### src/rtl/irq_aggregator.sv
// Four-source interrupt aggregator with edge/level pending latches,
// enable masking, fixed priority and a claim/complete register port.
module irq_aggregator #(
  parameter int                 NUM_SRC   = 4,
  parameter logic [NUM_SRC-1:0] EDGE_MASK = 4'b0011,
  parameter int                 ID_W      = 3
) (
  input  logic               clk,
  input  logic               rst,
  input  logic [NUM_SRC-1:0] irq_i,
  input  logic               reg_req_i,
  input  logic               reg_we_i,
  input  logic [3:0]         reg_addr_i,
  input  logic [31:0]        reg_wdata_i,
  output logic [31:0]        reg_rdata_o,
  output logic               reg_ack_o,
  output logic               int_o,
  output logic [ID_W-1:0]    int_id_o
);

  logic [NUM_SRC-1:0] irq_q;
  logic [NUM_SRC-1:0] pend_q, pend_d;
  logic [NUM_SRC-1:0] en_q, en_d;
  logic [NUM_SRC-1:0] svc_q, svc_d;
  logic               busy_q, busy_d;
  logic [NUM_SRC-1:0] elig, win_oh, edge_set, clr;
  logic [ID_W-1:0]    win_id, svc_id;
  logic [ID_W-1:0]    int_id_q;
  logic               int_q, int_d;
  logic               ack_q;
  logic [31:0]        rdata_q, rdata_d;
  logic               rd, wr;
  logic               a_pend, a_en, a_claim, a_stat;
  logic               claim_ok, cmpl_ok;
  logic               unused_wdata;

  assign unused_wdata = ^reg_wdata_i[31:NUM_SRC];

  assign rd      = reg_req_i & ~reg_we_i;
  assign wr      = reg_req_i & reg_we_i;
  assign a_pend  = (reg_addr_i == 4'h0);
  assign a_en    = (reg_addr_i == 4'h4);
  assign a_claim = (reg_addr_i == 4'h8);
  assign a_stat  = (reg_addr_i == 4'hC);

  assign elig     = pend_q & en_q & ~svc_q;
  assign edge_set = irq_i & ~irq_q;

  // Ascending scan: the highest-index eligible source is kept.
  always_comb begin
    win_oh = '0;
    win_id = '0;
    svc_id = '0;
    for (int k = 0; k < NUM_SRC; k++) begin
      if (elig[k]) begin
        win_oh    = '0;
        win_oh[k] = 1'b1;
        win_id    = ID_W'(k + 1);
      end
      if (svc_q[k]) svc_id = ID_W'(k + 1);
    end
  end

  assign claim_ok = rd & a_claim & ~busy_q & (|elig);
  assign cmpl_ok  = wr & a_claim & busy_q & (svc_id != '0)
                  & (reg_wdata_i[ID_W-1:0] == svc_id);

  always_comb begin
    clr = '0;
    if (wr && a_pend) clr = reg_wdata_i[NUM_SRC-1:0];
    if (claim_ok)     clr = clr | win_oh;
    for (int k = 0; k < NUM_SRC; k++) begin
      if (EDGE_MASK[k])
        pend_d[k] = edge_set[k] | (pend_q[k] & ~clr[k]);
      else
        pend_d[k] = irq_i[k];
    end
  end

  always_comb begin
    en_d   = en_q;
    svc_d  = svc_q;
    busy_d = busy_q;
    if (wr && a_en) en_d = reg_wdata_i[NUM_SRC-1:0];
    if (claim_ok) begin
      svc_d  = svc_q | win_oh;
      busy_d = 1'b1;
    end else if (cmpl_ok) begin
      svc_d  = '0;
      busy_d = 1'b0;
    end
  end

  always_comb begin
    rdata_d = '0;
    if (rd) begin
      unique case (1'b1)
        a_pend:  rdata_d[NUM_SRC-1:0] = pend_q;
        a_en:    rdata_d[NUM_SRC-1:0] = en_q;
        a_claim: rdata_d[ID_W-1:0]    = claim_ok ? win_id : '0;
        a_stat: begin
          rdata_d[8]           = busy_q;
          rdata_d[NUM_SRC-1:0] = svc_q;
        end
        default: rdata_d = '0;
      endcase
    end
  end

  // A claim in flight masks the request in the same edge it is taken.
  assign int_d = (|elig) & ~busy_q & ~claim_ok;

  always_ff @(posedge clk or negedge rst) begin
    if (!rst) begin
      irq_q    <= '0;
      pend_q   <= '0;
      en_q     <= '0;
      svc_q    <= '0;
      busy_q   <= 1'b0;
      int_q    <= 1'b0;
      int_id_q <= '0;
      ack_q    <= 1'b0;
      rdata_q  <= '0;
    end else begin
      irq_q    <= irq_i;
      pend_q   <= pend_d;
      en_q     <= en_d;
      svc_q    <= svc_d;
      busy_q   <= busy_d;
      int_q    <= int_d;
      int_id_q <= win_id;
      ack_q    <= reg_req_i;
      rdata_q  <= rdata_d;
    end
  end

  assign reg_rdata_o = rdata_q;
  assign reg_ack_o   = ack_q;
  assign int_o       = int_q;
  assign int_id_o    = int_id_q;

endmodule

### config.mk
export PLATFORM = sky130hd
export DESIGN_NAME = irq_aggregator
export DESIGN_NICKNAME = d
export VERILOG_FILES = /design/src/rtl/irq_aggregator.sv
export SDC_FILE = /design/constraint.sdc
export NUM_CORES = 1
export LEC_CHECK = 0
export BUFFER_PORTS_ARGS = -buffer_cell sky130_fd_sc_hd__buf_2
export CAP_MARGIN = 20
export CORE_UTILIZATION = 35
export CTS_CLUSTER_SIZE = 14
export DETAILED_ROUTE_END_ITERATION = 8
export PLACE_DENSITY = 0.68
export RECOVER_POWER = 50
export SYNTH_ARGS = -nofsm -noshare
export SYNTH_HDL_FRONTEND = slang
export SYNTH_SLANG_ARGS = --single-unit
### constraint.sdc
create_clock -name clk -period 1.9 [get_ports clk]
set_input_delay 0.285 -clock clk [delete_from_list [all_inputs] [get_ports clk]]
set_output_delay 0.285 -clock clk [all_outputs]
set_load 0.02 [all_outputs]
---- Yosys cells after proc, flatten, opt, wreduce, memory -nomap -nowiden ----
Index checks and enable logic that the tools add are counted.
storage, ports and cells
  bits in registers ....................... 52
  logic and storage cells ................. 69
  bits in latches ......................... 0
  input bits .............................. 44
  bits in writable memories ............... 0
  memories kept ........................... 0
  ROM bits ................................ 0
  output and inout bits ................... 37
cells by class
  magnitude comparators ................... 0
  eq/ne operators ......................... 4
  mux-type cells .......................... 23
  bitwise logic cells ..................... 27
  multiply operators ...................... 0
  shifts and indexed selects .............. 0
  $add $sub $neg .......................... 0
  reductions and logical operators ........ 6
  divide/modulo/power cells ............... 0
operators by type and width
  cell                                            count
  2-to-1 mux 2 bit                                7
  AND 1 bit                                       13
  2-to-1 mux 3 bit                                4
  2-to-1 mux 4 bit                                3
  one-hot mux 3 bit (4 select lines)              1
  2-to-1 mux 9 bit                                1
  AND 4 bit                                       2
  == test 4 bit (second input constant)           2
  2-to-1 mux 1 bit                                6
  NOT 1 bit                                       5
  == test 4 x 3 -> 1 bit (second input constant)  1
  logical NOT 4 bit                               1
  NOT 4 bit                                       1
  OR 4 bit                                        1
  OR reduction 4 bit                              1
  == test 3 bit                                   1
  one-hot mux 1 bit (3 select lines)              1
  nonzero test 3 bit                              1
  AND 2 bit                                       1
  logical AND 1 bit                               2
  NOT 2 bit                                       1
  OR 1 bit                                        2
  OR 2 bit                                        1
  nonzero test 2 bit                              1

---- Depth between registers and ports, before layout ----
Gate-level depths: netlist of the first run.
  depth after elaboration ................. 11
  mapped depth ............................ 6
  mapped depth without buffers ............ 4

---- Worst setup path before layout of the first run ----
No wires, ideal clock.
  path kind ............................... input-to-reg
  start point ............................. input reg_we_i
  end point ............................... register pend_q[0]
  data required time ...................... 1.778 ns
  stages on the path ...................... 5
  path slack .............................. 0.212 ns
  setup time .............................. 0.122 ns
  path buffers ............................ 1
  data arrival time ....................... 1.566 ns
  path through ............................ or4b_4 -> buf_6 -> nor4_4 -> nand3_1 -> a32o_1
between the ends
  word-level cells in the longest chain between the ends .. 9
  elaborated cells between the ends (all ways) .. 13
  classes of those cells .................. mux (2); bitwise (10); reduce/logical (1)
RTL lines
  element                  line  source
  from (decl)              12    input logic reg_we_i,
  NOT 1 bit                39    assign rd = reg_req_i & ~reg_we_i;
  AND 1 bit                39
  AND 1 bit (3 in series)  64    assign claim_ok = rd & a_claim & ~busy_q & (|elig);
  2-to-1 mux 2 bit *       71    if (claim_ok) clr = clr | win_oh;
  NOT 1 bit *              74    pend_d[k] = edge_set[k] | (pend_q[k] & ~clr[k]);
  AND 1 bit *              74
  OR 1 bit *               74
  net pend_d[0]            22    logic [NUM_SRC-1:0] pend_q, pend_d;
  to (signal assigned)     126   pend_q <= pend_d;
  to (decl)                22
The timed path passes the listed nets; every way through them passes the cells marked *.
A chain may end at the register's enable or synchronous reset.

---- Final worst setup path of the first run ----
  start point ............................. register svc_q[3]
  end point ............................... register svc_q[0]
between the ends
  word-level cells in the longest chain between the ends .. 5
  elaborated cells between the ends (all ways) .. 13
  classes of those cells .................. eq/ne (1); mux (3); bitwise (6); reduce/logical (3)
RTL lines
  element                                                                         line    source
  from (decl)                                                                     24      logic [NUM_SRC-1:0] svc_q, svc_d;
  from (signal assigned)                                                          128     svc_q <= svc_d;
  2-to-1 mux 3 bit / NOT 4 bit (equally long branches)                            60, 46
  nonzero test 3 bit / AND 4 bit (equally long branches)                          65, 46
  AND 1 bit, or another cell as far along                                         65      assign cmpl_ok = wr & a_claim & busy_q & (svc_id != '0)
  AND 1 bit, or another cell as far along                                         66      & (reg_wdata_i[ID_W-1:0] == svc_id);
  nonzero test 2 bit (no source line) / 2-to-1 mux 4 bit (equally long branches)  -
Parallel ways exist; a longest one is shown, timed or not.

==> metrics.txt, run 1 <==
# TYPE chip_impl_metric gauge
chip_impl_info{name="outcome",value="completed"} 1
chip_impl_metric{name="max-cap-violations",unit=""} 0
chip_impl_metric{name="ctsHtreeMaxLevel",unit=""} 1
chip_impl_info{name="min_delay_worst_endpoint",value="pend_q[2]"} 1
chip_impl_metric{name="power.density_cell_area",unit="mW/mm^2"} 738
chip_impl_metric{name="synth_top_cell_area_share",unit="%"} 44.7
chip_impl_metric{name="route.antenna.remaining_nets",unit=""} 0
chip_impl_info{name="cp_top_family",value="simple AND/OR/NAND/NOR gates"} 1
chip_impl_metric{name="max_freq",unit="MHz"} 583
chip_impl_metric{name="width_of_the_chip",unit="um"} 65.2
chip_impl_metric{name="relSlewSlack",unit="%"} 10.7
chip_impl_metric{name="clk-insertion-delay-late",unit="ns"} 0.27
chip_impl_info{name="endpoint_kind",value="flip-flop"} 1
chip_impl_metric{name="area_growth",unit="%"} 10.4
chip_impl_info{name="ctsRootBufferMaster",value="sky130_fd_sc_hd__clkbuf_8"} 1
chip_impl_metric{name="final-hold-violation-count",unit=""} 0
chip_impl_metric{name="timing.final.max_slew_violations",unit=""} 0
chip_impl_metric{name="routed_wl",unit="mm"} 2.60
chip_impl_metric{name="min_path_cells",unit=""} 1
chip_impl_metric{name="post_route_fraction_of_the_period_consumed_by_the_critical_path",unit="%"} 90.4
chip_impl_metric{name="grt_first_pass_wirelength",unit="mm"} 4.17
chip_impl_info{name="reg2reg_from",value="svc_q[3]"} 1
chip_impl_info{name="cp_slowest_cell",value="sky130_fd_sc_hd__or4_1"} 1
chip_impl_metric{name="cts.hold.buffers_added",unit=""} 0
chip_impl_metric{name="period_minus_slack",unit="ns"} 1.72
chip_impl_info{name="worst-setup-path-type",value="flip-flop to flip-flop"} 1
chip_impl_metric{name="cts-buffers-inserted",unit=""} 3
chip_impl_metric{name="clk_transition_reported_paths",unit="ns"} 0.09
chip_impl_metric{name="gp_congestion",unit=""} 0.825
chip_impl_info{name="setup_repair_after_global_routing_missed_its_margin",value="false"} 1
chip_impl_metric{name="core",unit="mm^2"} 0.00374
chip_impl_metric{name="async_sr_flop_fraction",unit="%"} 100
chip_impl_info{name="path_class_of_the_lowest_slack_min_delay_path",value="primary input to flip-flop"} 1
chip_impl_metric{name="globalRoute.totalOverflow",unit=""} 0
chip_impl_metric{name="post_cts_resize_count",unit=""} 0
chip_impl_metric{name="start_util",unit="%"} 37.4
chip_impl_metric{name="final_util",unit="%"} 41.3
chip_impl_metric{name="cp_data_required_time",unit="ns"} 2.06
chip_impl_metric{name="final.setup_skew",unit="ns"} 0.00238
chip_impl_metric{name="initialDrtViolationCount",unit=""} 29
chip_impl_metric{name="place.port_buffers",unit=""} 25
chip_impl_metric{name="cts_num_sinks",unit=""} 25
chip_impl_metric{name="cp.buffers_inverters",unit=""} 0
chip_impl_metric{name="synth.ff_latch_count",unit=""} 25
chip_impl_metric{name="p_leak",unit="uW"} 0.000765
chip_impl_info{name="synthFlopType",value="sky130_fd_sc_hd__dfrtp_1"} 1
chip_impl_metric{name="detailedRoute.firstPassIterationCount",unit=""} 4
chip_impl_metric{name="via_count",unit=""} 1000
chip_impl_metric{name="syn_area",unit="mm^2"} 0.00140
chip_impl_metric{name="rrSetupSlack",unit="ns"} 0.18
chip_impl_metric{name="vdd.ir_drop.worst",unit="mV"} 0.466
chip_impl_metric{name="die_area",unit="mm^2"} 0.00426
chip_impl_metric{name="floorplan.io_pins",unit=""} 81
chip_impl_info{name="critical_path.cell_chain",value="xor2_1 > or4_1 > a21oi_2 > o21ai_0"} 1
chip_impl_metric{name="yosys_warnings",unit=""} 0
chip_impl_metric{name="grt_antenna_before_repair",unit=""} 0
chip_impl_metric{name="netlist_instances",unit=""} 140
chip_impl_metric{name="via_per_inst",unit=""} 4.61
chip_impl_info{name="timing.rr.end",value="svc_q[0]"} 1
chip_impl_metric{name="post-route-worst-setup-slack",unit="ns"} 0.183
chip_impl_metric{name="finish.net_count",unit=""} 214
chip_impl_metric{name="post-place-ws",unit="ns"} 0.117
chip_impl_metric{name="worstSetupPathDepth",unit=""} 4
chip_impl_info{name="min-delay-start",value="irq_i[2]"} 1
chip_impl_metric{name="row_count",unit=""} 22
chip_impl_metric{name="insertedDiodeCount",unit=""} 0
chip_impl_metric{name="placedCellCount",unit=""} 213
chip_impl_metric{name="worstRegToRegCells",unit=""} 4
chip_impl_metric{name="synthDistinctLibCells",unit=""} 38
chip_impl_metric{name="post_cts.repair.setup_buffers",unit=""} 0
chip_impl_metric{name="timing.critical_path.arrival",unit="ns"} 1.87
chip_impl_info{name="cts_tree",value="built"} 1
chip_impl_info{name="most_frequent_cells_after_synthesis",value="sky130_fd_sc_hd__buf_4, sky130_fd_sc_hd__dfrtp_1, sky130_fd_sc_hd__nor2_1, sky130_fd_sc_hd__a21oi_1"} 1
chip_impl_metric{name="synth.yosys.seq_area_share",unit="%"} 44.7
chip_impl_metric{name="hpwlAfterDp",unit="mm"} 1.94
chip_impl_info{name="synth_most_common_cell",value="sky130_fd_sc_hd__buf_4"} 1
chip_impl_info{name="netlist.top_cell.by_area",value="sky130_fd_sc_hd__dfrtp_1"} 1
chip_impl_metric{name="final-setup-viol-count",unit=""} 0
chip_impl_metric{name="slowest_delay",unit="ns"} 0.57
chip_impl_metric{name="number_of_standard_cells_in_the_layout_taps_in_and_fillers_out",unit=""} 217
chip_impl_metric{name="drive_above_1_share",unit="%"} 24.3
chip_impl_metric{name="worst_hold_slack",unit="ns"} 0.116
chip_impl_metric{name="first_global_vias",unit=""} 872
chip_impl_metric{name="grt_max_degree",unit=""} 26
chip_impl_metric{name="post-route-drc-count",unit=""} 0
chip_impl_metric{name="synth_enable_flop_cells",unit=""} 0
chip_impl_metric{name="crit_fanout",unit=""} 10
chip_impl_metric{name="ctsLongestPathBuffers",unit=""} 2
chip_impl_metric{name="setup_total_negative_slack",unit="ns"} 0
chip_impl_metric{name="postSynthAreaPerCell",unit="um^2"} 10.0
chip_impl_metric{name="global_route_usage_sum",unit="%"} 12.9
chip_impl_info{name="startpoint_type",value="flip-flop"} 1
chip_impl_info{name="most_area_consuming_cells_after_synthesis",value="sky130_fd_sc_hd__dfrtp_1, sky130_fd_sc_hd__buf_4, sky130_fd_sc_hd__nor2_1, sky130_fd_sc_hd__mux2_2, sky130_fd_sc_hd__mux2i_1"} 1
chip_impl_metric{name="die_y",unit="um"} 65.2
chip_impl_metric{name="worst_pin_slew",unit="ns"} 1.34
chip_impl_metric{name="wl_per_cell",unit="um"} 12.0
==> report_power, final <==
| part | switching [uW] | leakage (uW) | total, uW | internal (uW) |
|---|---|---|---|---|
| combinational | 149 | 0.000436 | 226 | 77.7 |
| clock | 168 | 0.0000217 | 317 | 149 |
| sequential | 25.9 | 0.000307 | 596 | 570 |
==> metal layers <==
metal / wire length, um / vias up / part of all wire [%] / GRT usage [%]
li1: - / 492 / - / -
met1: 1150 / 472 / 44 / 16.5
met2: 1290 / 34 / 50 / 21.3
met3: 143 / 2 / 5.5 / 4.17
met4: 16 / 0 / 0.62 / 2.45
met5: 0 / - / 0 / 0
==> logic make-up after synthesis <==
group | after synthesis | synth area share [%]
AND/OR/NAND/NOR | 45 | 20.6
buffers and inverters | 38 | 18.1
flip-flops | 25 | 44.7
AO/OA/AOI/OAI | 22 | 9.56
multiplexers | 8 | 6.08
XOR/XNOR | 1 | 0.626
other | 1 | 0.268
==> how the worst max path moves through the flow <==
stage / start / to / slack, ns
2_1_floorplan: reg_we_i / pend_q[0] / 0.21
3_3_place_gp: reg_we_i / pend_q[0] / 0.12
3_5_place_dp: reg_we_i / pend_q[0] / 0.12
4_1_cts: svc_q[3] / svc_q[0] / 0.10
5_1_grt: svc_q[3] / svc_q[1] / 0.1
6_report: svc_q[3] / svc_q[0] / 0.18
==> state kept, by name, indices dropped and copies added (netlist names) <==
name         count
busy_q           1
en_q             4
int_id_o         3
int_o            1
irq_q            2
pend_q           4
reg_ack_o        1
reg_rdata_o      5
svc_q            4
==> cell usage in the layout (no fill, tap or decap), drive strengths merged, types with 3 or more instances in the layout <==
cell type and n:
o21ai 7, dfrtp 25, inv 6, and3b 3, a21oi 7, clkbuf 6
nand3b 4, conb 27, nand3 6, buf 28, nor2 13, mux2 4
mux2i 4, nand2 3
==> metrics by stage <==
step / area, um^2 / power (uW)
after floorplan: 1500 / 801
after global placement: 1500 / 829
after detailed placement: 1500 / 833
after CTS: 1550 / 1160
after global routing: 1550 / 1200
final: 1550 / 1140
==> area by class of cell <==
cell class	instances	area, um^2
fill	404	2200
multi-input combinational	103	622
tap	48	60.1
sequential	25	626
clock inverter	1	7.51
clock buffer	3	41.3
timing repair buffer	31	166
inverter	6	22.5
Note: power is estimated with default switching activity, not from simulation.
==> inputs of run 2 (changes only) <==
Settings changed: CORE_UTILIZATION 35 to 40, PLACE_DENSITY 0.68 to 0.76, SLEW_MARGIN set to 20.
==> metrics.txt, run 2 (same netlist as run 1, synthesis figures left out) <==
# TYPE chip_impl_metric gauge
chip_impl_info{name="outcome",value="completed"} 1
chip_impl_metric{name="portion_of_total_power_attributed_to_combinational_logic",unit="%"} 21.0
chip_impl_metric{name="largest_register_ff_count",unit=""} 5
chip_impl_metric{name="ctsLongestPathBuffers",unit=""} 2
chip_impl_metric{name="timing.final.max_slew_violations",unit=""} 0
chip_impl_metric{name="cts-buffers-inserted",unit=""} 3
chip_impl_metric{name="via_per_inst",unit=""} 4.68
chip_impl_metric{name="pwr-share-seq",unit="%"} 57.2
chip_impl_metric{name="power.density_cell_area",unit="mW/mm^2"} 693
chip_impl_info{name="cts_tree",value="built"} 1
chip_impl_metric{name="core",unit="mm^2"} 0.00334
chip_impl_metric{name="cts_num_sinks",unit=""} 25
chip_impl_metric{name="floorplan.io_pins",unit=""} 81
chip_impl_metric{name="die_y",unit="um"} 61.2
chip_impl_metric{name="first_global_vias",unit=""} 864
chip_impl_metric{name="routed_wl",unit="mm"} 2.41
chip_impl_metric{name="crit_fanout",unit=""} 10
chip_impl_metric{name="vdd.ir_drop.worst",unit="mV"} 0.296
chip_impl_metric{name="wl_per_cell",unit="um"} 11.2
chip_impl_metric{name="post_cts.repair.setup_buffers",unit=""} 0
chip_impl_metric{name="gp_congestion",unit=""} 0.819
chip_impl_metric{name="width_of_the_chip",unit="um"} 61.2
chip_impl_metric{name="globalRoute.totalOverflow",unit=""} 0
chip_impl_metric{name="insertedDiodeCount",unit=""} 0
chip_impl_info{name="worst-setup-path-type",value="flip-flop to flip-flop"} 1
chip_impl_metric{name="finish.net_count",unit=""} 213
chip_impl_metric{name="grt_max_degree",unit=""} 26
chip_impl_metric{name="timing.critical_path.arrival",unit="ns"} 1.91
chip_impl_info{name="layout_commonest_cell",value="sky130_fd_sc_hd__conb_1"} 1
chip_impl_metric{name="ctsHtreeMaxLevel",unit=""} 1
chip_impl_info{name="ctsRootBufferMaster",value="sky130_fd_sc_hd__clkbuf_4"} 1
chip_impl_metric{name="max-cap-violations",unit=""} 0
chip_impl_metric{name="row_count",unit=""} 21
chip_impl_metric{name="detailedRoute.firstPassIterationCount",unit=""} 5
chip_impl_metric{name="switching_share",unit="%"} 30.5
chip_impl_metric{name="period_minus_slack",unit="ns"} 1.71
chip_impl_metric{name="placedCellCount",unit=""} 209
chip_impl_metric{name="clk_transition_reported_paths",unit="ns"} 0.13
chip_impl_info{name="startpoint_type",value="flip-flop"} 1
chip_impl_metric{name="die_area",unit="mm^2"} 0.00374
chip_impl_metric{name="grt_antenna_before_repair",unit=""} 0
chip_impl_metric{name="drive_above_1_share",unit="%"} 22.6
chip_impl_metric{name="setup_total_negative_slack",unit="ns"} 0
chip_impl_metric{name="place.port_buffers",unit=""} 25
chip_impl_info{name="path_class_of_the_lowest_slack_min_delay_path",value="primary input to flip-flop"} 1
chip_impl_metric{name="max_freq",unit="MHz"} 584
chip_impl_info{name="layout.cells.most_common_list",value="sky130_fd_sc_hd__conb_1, sky130_fd_sc_hd__dfrtp_1, sky130_fd_sc_hd__buf_2"} 1
chip_impl_metric{name="post-route-drc-count",unit=""} 0
chip_impl_metric{name="relSlewSlack",unit="%"} 12.5
chip_impl_metric{name="cp_data_required_time",unit="ns"} 2.10
chip_impl_metric{name="fillerInstances",unit=""} 341
chip_impl_metric{name="hpwlAfterDp",unit="mm"} 1.79
chip_impl_metric{name="start_util",unit="%"} 42.0
chip_impl_metric{name="worst_pin_slew",unit="ns"} 1.31
chip_impl_metric{name="final.setup_skew",unit="ns"} 0.00398
chip_impl_metric{name="final-setup-viol-count",unit=""} 0
chip_impl_metric{name="route.antenna.remaining_nets",unit=""} 0
chip_impl_metric{name="number_of_standard_cells_in_the_layout_taps_in_and_fillers_out",unit=""} 214
chip_impl_metric{name="clk-insertion-delay-late",unit="ns"} 0.31
chip_impl_metric{name="clock_power_share",unit="%"} 21.8
chip_impl_info{name="setup_repair_after_global_routing_missed_its_margin",value="false"} 1
chip_impl_metric{name="initialDrtViolationCount",unit=""} 22
chip_impl_metric{name="p_leak",unit="uW"} 0.000753
chip_impl_metric{name="post_route_fraction_of_the_period_consumed_by_the_critical_path",unit="%"} 90.1
chip_impl_metric{name="grt_first_pass_wirelength",unit="mm"} 3.98
chip_impl_metric{name="cell_int_power",unit="uW"} 729
chip_impl_metric{name="final-hold-violation-count",unit=""} 0
chip_impl_metric{name="via_count",unit=""} 1001
chip_impl_metric{name="area_growth",unit="%"} 8.22
chip_impl_metric{name="global_route_usage_sum",unit="%"} 14.8
chip_impl_metric{name="net-switching-power",unit="uW"} 320
chip_impl_info{name="endpoint_kind",value="flip-flop"} 1
run 2: cell type report:
class | count | area, um^2 | area share [%]
Multi-Input combinational cell | 103 | 622 | 41.0
Tap cell | 46 | 57.6 | 3.80
Clock buffer | 4 | 26.3 | 1.73
Inverter | 6 | 22.5 | 1.49
Sequential cell | 25 | 626 | 41.3
Timing Repair Buffer | 30 | 161 | 10.7
run 2: worst max-delay path: stages (launching register included):
cell                      delay (ns)
sky130_fd_sc_hd__dfrtp_1        0.50
sky130_fd_sc_hd__xor2_1         0.20
sky130_fd_sc_hd__or4_1          0.56
sky130_fd_sc_hd__a21oi_2        0.24
sky130_fd_sc_hd__o21ai_0        0.11
run 2: path summary, 6_finish.rpt:
path                                from        endpoint  slack, ns  cells after the start
worst min register to register    busy_q           int_o       0.56                      1
max in group asynchronous            rst        svc_q[1]       0.35                      2
worst min-delay path            irq_i[2]       pend_q[2]       0.07                      1
worst max-delay path            svc_q[3]        svc_q[1]       0.19                      4
min in group asynchronous            rst  reg_rdata_o[8]       0.78                      2
worst max register to register  svc_q[3]        svc_q[1]       0.19                      4
run 2: what timing repair did:
action / CTS / global route
endpoints found under the setup margin: 0 / 2
hold buffers: 1 / 0
resized for setup: 0 / 1
endpoints found under the hold margin: 25 / 0
run 2: power groups by stage:
stage               Combinational [uW]  Clock, uW  Sequential (uW)
floorplan                          182          0              619
global placement                   216          0              608
detailed placement                 219          0              611
CTS                                221        237              600
global route                       247        263              606
finish                             220        229              600
run 2: routing by layer:
metal	GRT usage, %	up-vias	share of wire, %	routed length (um)
met5	0	-	0	0
met4	5.84	0	0.79	19
met3	2.52	2	5.2	124
met2	23.1	36	48	1170
met1	20.6	479	46	1100
li1	-	484	-	-
run 2: through the flow:
| stage | utilization (%) | hold WS, ns | power [uW] | worst slack (ns) | instance area (um^2) |
|---|---|---|---|---|---|
| after floorplan | - | -0.0106 | 801 | 0.212 | 1500 |
| after global placement | 44.3 | 0.300 | 824 | 0.0793 | 1480 |
| after detailed placement | 44.3 | 0.301 | 830 | 0.0901 | 1480 |
| after CTS | 45.4 | 0.0630 | 1060 | 0.0884 | 1520 |
| after global routing | 45.4 | 0.0381 | 1120 | 0.0814 | 1520 |
| final | 45.4 | 0.0692 | 1050 | 0.188 | 1520 |
